[src/rtl/div.sv]
// Sequential signed 32-bit divider: 32-iteration restoring division on magnitudes with MIPS DIV sign fix-up.
// Optional DIV_ZERO_TRAP_EN: a zero divisor aborts after one cycle with a div_zero pulse instead of running.
module div (
    input  logic        clk,
    input  logic        reset,
    input  logic        DivCtrl,
    input  logic [31:0] a,
    input  logic [31:0] b,
    output logic [31:0] high,
    output logic [31:0] low,
    output logic        div_end,
    output logic        div_zero
);

    typedef enum logic [1:0] {
        IDLE = 2'd0,
        RUN  = 2'd1,
        DONE = 2'd2
    } state_t;

    state_t      state_r;
    state_t      state_nxt_s;

    logic [31:0] rem_r;
    logic [31:0] dvd_r;
    logic [31:0] dsr_r;
    logic [5:0]  cnt_r;
    logic        sq_r;
    logic        sr_r;
    logic        bzero_r;

    logic [31:0] high_r;
    logic [31:0] low_r;
    logic        div_end_r;
    logic [31:0] high_nxt_s;
    logic [31:0] low_nxt_s;
    logic        div_end_nxt_s;

    logic [32:0] rem_sh_s;
    logic [31:0] diff_s;
    logic        trial_ok_s;
    logic [31:0] rem_nxt_s;
    logic [31:0] dvd_nxt_s;

    function automatic logic [31:0] neg32(input logic [31:0] x);
        return ~x + 32'd1;
    endfunction

    // 0x80000000 maps to itself, which is exactly 2^31 read as unsigned
    function automatic logic [31:0] mag32(input logic [31:0] x);
        return x[31] ? neg32(x) : x;
    endfunction

    // One restoring step: the shifted remainder is 33 bits wide, so the trial subtract
    // is decided by a full-width compare and the 32-bit difference is exact when it succeeds.
    always_comb begin
        rem_sh_s   = {rem_r, dvd_r[31]};
        trial_ok_s = (rem_sh_s >= {1'b0, dsr_r});
        diff_s     = rem_sh_s[31:0] - dsr_r;
        if (trial_ok_s) begin
            rem_nxt_s = diff_s;
        end else begin
            rem_nxt_s = rem_sh_s[31:0];
        end
        dvd_nxt_s  = {dvd_r[30:0], trial_ok_s};
    end

    // State register.
    always_ff @(posedge clk or negedge reset) begin
        if (!reset) begin
            state_r <= IDLE;
        end else begin
            state_r <= state_nxt_s;
        end
    end

    // Next-state logic.
    always_comb begin
        state_nxt_s = state_r;
        case (state_r)
            IDLE: begin
                if (DivCtrl) begin
                    state_nxt_s = RUN;
                end else begin
                    state_nxt_s = IDLE;
                end
            end
            RUN: begin
`ifdef DIV_ZERO_TRAP_EN
                if (bzero_r) begin
                    state_nxt_s = IDLE;
                end else if (cnt_r == 6'd1) begin
                    state_nxt_s = DONE;
                end else begin
                    state_nxt_s = RUN;
                end
`else
                if (cnt_r == 6'd1) begin
                    state_nxt_s = DONE;
                end else begin
                    state_nxt_s = RUN;
                end
`endif
            end
            DONE:    state_nxt_s = IDLE;
            default: state_nxt_s = IDLE;
        endcase
    end

    // Next values of the registered outputs.
    always_comb begin
        high_nxt_s    = high_r;
        low_nxt_s     = low_r;
        div_end_nxt_s = 1'b0;
        case (state_r)
            DONE: begin
                if (bzero_r) begin
                    low_nxt_s = 32'hFFFF_FFFF;
                end else if (sq_r) begin
                    low_nxt_s = neg32(dvd_r);
                end else begin
                    low_nxt_s = dvd_r;
                end
                // With a zero divisor the remainder equals |a|, so this reproduces a.
                if (sr_r) begin
                    high_nxt_s = neg32(rem_r);
                end else begin
                    high_nxt_s = rem_r;
                end
                div_end_nxt_s = 1'b1;
            end
            default: begin
                high_nxt_s    = high_r;
                low_nxt_s     = low_r;
                div_end_nxt_s = 1'b0;
            end
        endcase
    end

    // Operand capture and iteration datapath.
    always_ff @(posedge clk or negedge reset) begin
        if (!reset) begin
            rem_r   <= 32'd0;
            dvd_r   <= 32'd0;
            dsr_r   <= 32'd0;
            cnt_r   <= 6'd0;
            sq_r    <= 1'b0;
            sr_r    <= 1'b0;
            bzero_r <= 1'b0;
        end else begin
            case (state_r)
                IDLE: begin
                    if (DivCtrl) begin
                        rem_r   <= 32'd0;
                        dvd_r   <= mag32(a);
                        dsr_r   <= mag32(b);
                        cnt_r   <= 6'd32;
                        sq_r    <= a[31] ^ b[31];
                        sr_r    <= a[31];
                        bzero_r <= (b == 32'd0);
                    end else begin
                        cnt_r <= cnt_r;
                    end
                end
                RUN: begin
                    rem_r <= rem_nxt_s;
                    dvd_r <= dvd_nxt_s;
                    cnt_r <= cnt_r - 6'd1;
                end
                default: begin
                    cnt_r <= cnt_r;
                end
            endcase
        end
    end

    // Result and completion registers.
    always_ff @(posedge clk or negedge reset) begin
        if (!reset) begin
            high_r    <= 32'd0;
            low_r     <= 32'd0;
            div_end_r <= 1'b0;
        end else begin
            high_r    <= high_nxt_s;
            low_r     <= low_nxt_s;
            div_end_r <= div_end_nxt_s;
        end
    end

`ifdef DIV_ZERO_TRAP_EN
    logic div_zero_r;

    // Divide-by-zero pulse, raised on the single RUN cycle of a trapped operation.
    always_ff @(posedge clk or negedge reset) begin
        if (!reset) begin
            div_zero_r <= 1'b0;
        end else if (state_r == RUN) begin
            div_zero_r <= bzero_r;
        end else begin
            div_zero_r <= 1'b0;
        end
    end

    assign div_zero = div_zero_r;
`else
    assign div_zero = 1'b0;
`endif

    assign high    = high_r;
    assign low     = low_r;
    assign div_end = div_end_r;

endmodule
[config.mk]
export PLATFORM = sky130hd
export DESIGN_NAME = div
export DESIGN_NICKNAME = d
export VERILOG_FILES = /design/src/rtl/div.sv
export SDC_FILE = /design/constraint.sdc
export NUM_CORES = 1
export LEC_CHECK = 0
export ABC_AREA = 1
export CAP_MARGIN = 5
export CORE_ASPECT_RATIO = 1.2
export CORE_MARGIN = 2
export CORE_UTILIZATION = 50
export DETAILED_ROUTE_END_ITERATION = 6
export GPL_ROUTABILITY_DRIVEN = 0
export GPL_TIMING_DRIVEN = 0
export PLACE_DENSITY = 0.71
export RECOVER_POWER = 25
export SYNTH_ARGS = -nofsm -noshare
export SYNTH_HDL_FRONTEND = slang
export SYNTH_SLANG_ARGS = --single-unit
[constraint.sdc]
create_clock -name clk -period 2.7 [get_ports clk]
set_clock_uncertainty 0.15 [all_clocks]
set_input_delay 0.54 -clock clk [delete_from_list [all_inputs] [get_ports clk]]
set_output_delay 0.54 -clock clk [all_outputs]
set_load 0.01 [all_outputs]
==> impl_metrics.yaml <==
layout:
  syn_to_final_growth_pct: 17.5
  n_antenna_cell: 0
  mostFrequentLayoutCells: "570 x nand2_1, 287 x inv_1, 175 x nor2_1, 175 x nand3_1, 172 x dfrtp_1"
  layout-drive-gt1-share: 0.0906
  nets: 2257
  finish.utilization: 0.598
  final_common_cell: "nand2_1"
detailed_routing:
  vias: 13500
  drc: 0
  firstDrtPassIters: 5
  wl_per_cell_um: 16.2
  avgViaCountPerCell: 5.41
  routed_wl_um: 40400
  ant_nets: 0
  drtIter0Drc: 1008
yosys:
  synth_edf_count: 0
  synth_top_area_share: 0.322
  yosysWarningCount: 0
  yosysUniqueCellTypes: 49
  syn_avg_cell_area_um2: 6.69
  yosys-top-cells-area: "dfrtp_1 32%, nand2_1 16%, inv_1 8.1%"
  synth.cell_area_um2: 13400
  ys_seq_area_frac: 0.322
  yosys_most_used_dff: "dfrtp_1"
  synth.largest_area_cell: "dfrtp_1"
  netlist_instances: 2001
  synth_nets: 2107
  yosys_register_bits: 172
  async_flop_share: 1.00
min_path:
  hp-class: "input port to async pin"
power:
  powerDensity_nw_per_um2: 346
  leakagePower_nw: 7.98
  ir_drop_mv: 0.427
  total_power_mw: 5.44
floorplanning:
  die_area_um2: 28100
  die_h_um: 183
  io_pins: 133
  initial_utilization: 0.509
  die_x_um: 153
  core_um2: 26300
  rows: 65
sta:
  hold_viol_final: 0
  tightest_slew_ns: 1.43
  fin_crit_sh: 0.971
  finalMaxSlewViolations: 0
  setup-violations-final: 0
  fin_crit_ns: 2.62
  slew_headroom: 0.0458
  fin_ws_ns: 0.0782
  rsz0062_at_grt: "no"
  clock.fmax_ghz: 0.381
placement:
  dpl_worst_slack_ns: -0.309
  port_buffers: 130
  hpwl_um: 32200
worst_setup_path:
  crit_slowest_cell: "nor2_1"
  cp.required_ns: 2.94
  end_kind: "flop"
  cp_max_fo: 10
  cp.arrival_ns: 2.86
  cp_cell_sequence: "clkdlybuf4s50_1, nand3_2, inv_2, nor2_1, clkbuf_1, nand2_1, nand2_2"
  max_stage_delay_ns: 0.80
  setup.worst_path.class: "input port to flop"
  critPathLaunchType: "input port"
  worst-path-buf-inv: 3
  critPathTopFamily: "simple AND/OR/NAND/NOR gates"
cts:
  root_buffer: "clkbuf_16"
  cts_buffers: 17
  cts.path.max_buffers: 2
  clkSinkCount: 172
  worstSkewPairLatency_ns: 0.45
  h-tree-depth: 4
  cts_hold_repair.buffers: 0
  clkTransAtPathRegs_ns: 0.07
  cts_tree: "yes"
status:
  outcome: "completed"
grt:
  grt_antenna_before_repair: 0
  grt_max_degree: 100
  grt-ovfl-total: 0
  grt_usage: 0.291
  grt_pass1_vias: 12900
  grt_pass1_wl_um: 65500
run:
  maxCapViolCount: 0
worst reg2reg max path, delay by kind of cell, from the launching register on:
family	cells	cell delay (ns)
fa+ha+maj	2	0.63
flops	1	0.40
buf+inv	2	0.29
simple gates	7	0.74
xor+xnor	1	0.30
kinds of logic after synthesis:
group / Yosys count / share of synthesized area
buf+inv: 359 / 0.110
simple gates: 1133 / 0.388
xor+xnor: 63 / 0.0412
other cells: 1 / 0.000280
compound gates: 234 / 0.101
fa+ha+maj: 39 / 0.0370
flops: 172 / 0.322
synth_stat cells, types with 31 or more instances:
cell / n
nand2_1: 570
inv_1: 287
nor2_1: 177
nand3_1: 175
dfrtp_1: 172
o21ai_0: 107
nand2_2: 57
xor2_1: 43
ha_1: 38
a21oi_1: 37
nor3_1: 35
clkbuf_1: 34
nand3_2: 31
nand4_1: 31
power by group:
part	leakage, nW	internal [mW]	switching (mW)
clock network	0.288	1.33	1.16
registers	2.16	2.57	0
logic	5.53	0.152	0.227
total	7.98	4.06	1.39
final timing paths:
path                                        from               endpoint  slack (ns)  cells past startpoint
max                                      DivCtrl  rem_r[25]$_DFFE_PN0P_        0.08                      7
min                                        reset    high[2]$_DFFE_PN0P_        0.27                      1
min in group clk            high[24]$_DFFE_PN0P_   high[24]$_DFFE_PN0P_        0.33                      2
max in group asynchronous                  reset  dvd_r[15]$_DFFE_PN0P_        1.07                      2
max reg2reg                dvd_r[31]$_DFFE_PN0P_  rem_r[14]$_DFFE_PN0P_        0.09                     12
min reg2reg                 high[24]$_DFFE_PN0P_   high[24]$_DFFE_PN0P_        0.33                      2
final cells by class:
cell class              count  area, um2
fillers                  2481      10600
multi-input cells        1470       7600
flip-flops and latches    172       4300
repair buffers            131       1330
inverters                 295       1110
clock buffers              18        439
well taps                 335        419
plain buffers              64        370
clock inverters            14        146
state kept, by name, indices dropped and copies added (netlist names):
| signal | count |
|---|---|
| bzero_r | 1 |
| div_end | 1 |
| low | 32 |
| rem_r | 32 |
| cnt_r | 6 |
| sq_r | 1 |
| dsr_r | 32 |
| high | 32 |
| sr_r | 1 |
| state_r | 2 |
| dvd_r | 32 |
per-layer routing:
| layer | share of wire | vias to the layer above | global-route usage |
|---|---|---|---|
| li1 | - | 6703 | - |
| met1 | 0.43 | 6213 | 0.384 |
| met2 | 0.47 | 524 | 0.484 |
| met3 | 0.072 | 77 | 0.0447 |
| met4 | 0.031 | 0 | 0.114 |
| met5 | 0 | - | 0 |
repair_timing:
item / CTS / global route
setup buffers: 0 / 0
resized for setup: 0 / 2
endpoints found under the setup margin: 0 / 15
metrics by stage:
stage / area [um2] / std cells / setup TNS [ns] / hold slack, ns
after global routing: 15700 / 2499 / 0 / 0.354
final: 15700 / 2499 / 0 / 0.275
after detailed placement: 15100 / 2467 / -16.10 / 0.315
after floorplan: 13400 / 2001 / 0 / 0.0944
after CTS: 15700 / 2499 / 0 / 0.00376
after global placement: 15100 / 2466 / -1080.99 / 0.312
Note: power is estimated with default switching activity, not from simulation.
==> patch, RTL diff (config.mk and constraints unchanged) <==
Build with the macro `DIV_ZERO_TRAP_EN` defined.
--- a/src/rtl/div.sv
+++ b/src/rtl/div.sv
@@ -1,4 +1,6 @@
 // Sequential signed 32-bit divider: 32-iteration restoring division on magnitudes with MIPS DIV sign fix-up.
 // Optional DIV_ZERO_TRAP_EN: a zero divisor aborts after one cycle with a div_zero pulse instead of running.
+`define DIV_ZERO_TRAP_EN
+
 module div (
     input  logic        clk,
Formal check against the unedited RTL: not equivalent (a bounded check fails within 4 cycles, from zero or initial values and one cycle with reset low).
==> patch against the original RTL <==
The run now ends with DRC left; routed wire length is 5.8% higher; setup slack better by 0.069 ns; cell area shrank 1.1%; via count is 2.6% higher; sequential cell count rose by 1; area after synthesis down 1.8%; critical endpoint is now rem_r[29]; first-iteration DRC count rose by 20%.
Power is left out: it rests on default switching activity, and per cell area and clock period it moved more than threefold.
==> patch: results (changes against the original RTL) <==
{
  "synth_enable_flop_cells": {"value": 0, "change": "unchanged"},
  "grt_pass1_wl": {"value": 68900, "unit": "um", "change": "+5.2%"},
  "final_net_count": {"value": 2282, "change": "+1.1%"},
  "synth.yosys.seq_area_share": {"value": 32.9, "unit": "%", "change": "+0.77 points"},
  "synthesized_area_fraction_occupied_by_ao_oa_aoi_and_oai_cells": {"value": 10.4, "unit": "%", "change": "+0.28 points"},
  "synth_mux_area_share": {"value": 0.0762, "unit": "%", "change": "+0.076 points"},
  "async_reset_ff_share": {"value": 100, "unit": "%", "change": "unchanged"},
  "critical_path_fanout_max": {"value": 10, "change": "unchanged"},
  "yosysUniqueCellTypes": {"value": 50, "change": "+2.0%"},
  "grt_pass1_vias": {"value": 13525, "change": "+4.7%"},
  "share_of_cells_above_drive_strength_1": {"value": 5.34, "unit": "%", "change": "-3.7 points"},
  "antenna_found_initial": {"value": 0, "change": "unchanged"},
  "synth_xor_area_share": {"value": 4.73, "unit": "%", "change": "+0.61 points"},
  "wl_per_cell": {"value": 16.9, "unit": "um", "change": "+4.7%"},
  "global_route.usage.total": {"value": 31.1, "unit": "%", "change": "+2.0 points"},
  "grt_start_max_net_pins": {"value": 111, "change": "+11%"},
  "status": {"value": "complete, but fails checks"},
  "synthTopCellsByArea": {"value": "sky130_fd_sc_hd__dfrtp_1 33%, sky130_fd_sc_hd__nand2_1 17%, sky130_fd_sc_hd__inv_1 8.5%"},
  "dpl.hpwl": {"value": 33800, "unit": "um", "change": "+4.9%"},
  "detail_route.drc_violations": {"value": 3, "change": "+3"},
  "initialDrtViolationCount": {"value": 1211, "change": "+20%"},
  "holdCritPathClass": {"value": "flop to flop"},
  "cts_max_level": {"value": 4, "change": "unchanged"},
  "clk_latency": {"value": 0.45, "unit": "ns", "change": "about the same"},
  "vias": {"value": 13866, "change": "+2.6%"},
  "detailed_routing_iterations_pass_1": {"value": 7, "change": "+2"},
  "io_buffers": {"value": 132, "change": "+1.5%"},
  "cts.clk_slew.worst_paths": {"value": 0.08, "unit": "ns"},
  "cp.arrival": {"value": 2.75, "unit": "ns", "change": "-0.11 ns"},
  "worstRegToRegCells": {"value": 11, "change": "-1"},
  "ys.warnings.count": {"value": 0, "change": "unchanged"},
  "syn-num-nets": {"value": 2129, "change": "+1.0%"},
  "slowest_stage": {"value": "sky130_fd_sc_hd__dfrtp_1"},
  "synth-adder-area-share": {"value": 3.77, "unit": "%", "change": "+0.067 points"},
  "synth.cells.most_frequent": {"value": "608 x sky130_fd_sc_hd__nand2_1, 299 x sky130_fd_sc_hd__inv_1, 214 x sky130_fd_sc_hd__nand3_1, 188 x sky130_fd_sc_hd__nor2_1, 173 x sky130_fd_sc_hd__dfrtp_1"},
  "violations": {"value": "DRC"},
  "max_slew_margin": {"value": 27.4, "unit": "%", "change": "+23 points"},
  "critPathMaxStageDelay": {"value": 0.52, "unit": "ns", "change": "-0.28 ns"},
  "clock_tree.root_cell": {"value": "sky130_fd_sc_hd__clkbuf_16"}
}
-- patch: changes by cell type in the layout (fill, tap and decap cells not counted), moves of 5 or more --
cell	delta
sky130_fd_sc_hd__a21oi_1	+9
sky130_fd_sc_hd__inv_1	+11
sky130_fd_sc_hd__nand2_1	+38
sky130_fd_sc_hd__nand2_2	-42
sky130_fd_sc_hd__nand3_1	+38
sky130_fd_sc_hd__nand3_2	-29
sky130_fd_sc_hd__nand4_1	-7
sky130_fd_sc_hd__nor2_1	+11
sky130_fd_sc_hd__nor2_4	-7
sky130_fd_sc_hd__nor3_1	-6
sky130_fd_sc_hd__o211ai_1	-5
sky130_fd_sc_hd__xnor2_1	-5
sky130_fd_sc_hd__xor2_1	+12
-- patch: cells by family (layout without fill, tap and decap cells) --
logic type	Yosys count	after routing
simple gates	1131	1131
fa+ha+maj	39	39
xor+xnor	71	71
mux	1	1
buf+inv	369	535
flops	173	173
compound gates	239	239
-- patch: final cells by class --
| type | count | area, sq um |
|---|---|---|
| Clock buffer | 17 | 425 |
| Clock inverter | 15 | 180 |
| Inverter | 307 | 1150 |
| Sequential cell | 173 | 4330 |
| Tap cell | 335 | 419 |
| Fill cell | 2500 | 10600 |
| Timing Repair Buffer | 134 | 1350 |
| Multi-Input combinational cell | 1481 | 7380 |
| Buffer | 62 | 305 |
-- patch: critical path, delay by kind of cell (launching register included) --
kind                       cells  cell delay, ns
DFF                            1            0.52
and+or+nand+nor                8            1.11
buffers and inverters          2            0.21
adders and majority gates      1            0.46
-- patch: final timing paths --
check | start | end | slack (ns)
hold reg to reg | dsr_r[17] | dsr_r[17] | 0.34
hold / removal | dsr_r[17] | dsr_r[17] | 0.34
setup reg to reg | rem_r[16] | rem_r[29] | 0.15
max in group asynchronous | reset | low[29] | 0.51
setup / recovery | rem_r[16] | rem_r[29] | 0.15
min in group asynchronous | reset | rem_r[6] | 0.48
-- patch: stage by stage --
stage	worst slack [ns]	hold WS (ns)	utilization [%]	instance area [sq um]	instances
after floorplan	0.576	0.0944	-	13100	2023
after global placement	-6.42	0.316	57.0	14900	2490
after detailed placement	-0.163	0.323	57.1	14900	2491
after CTS	0.0898	0.340	59.5	15500	2524
after global routing	0.00790	0.357	59.5	15500	2524
final	0.147	0.335	59.5	15500	2524
-- patch: what timing repair did --
| action | in CTS | in global routing |
|---|---|---|
| hold buffers | 1 | 0 |
| resized for setup | 0 | 11 |
| endpoints found under the setup margin | 0 | 34 |
| hold endpoints to repair | 63 | 0 |
| setup buffers | 0 | 0 |
-- patch: layer usage --
layer	part of all wire, %	vias to the layer above	global-route usage, %
li1	-	6769	-
met1	41	6457	37.7
met2	48	506	54.1
met3	5.5	134	3.89
met4	5.6	0	16.6
met5	0	-	0
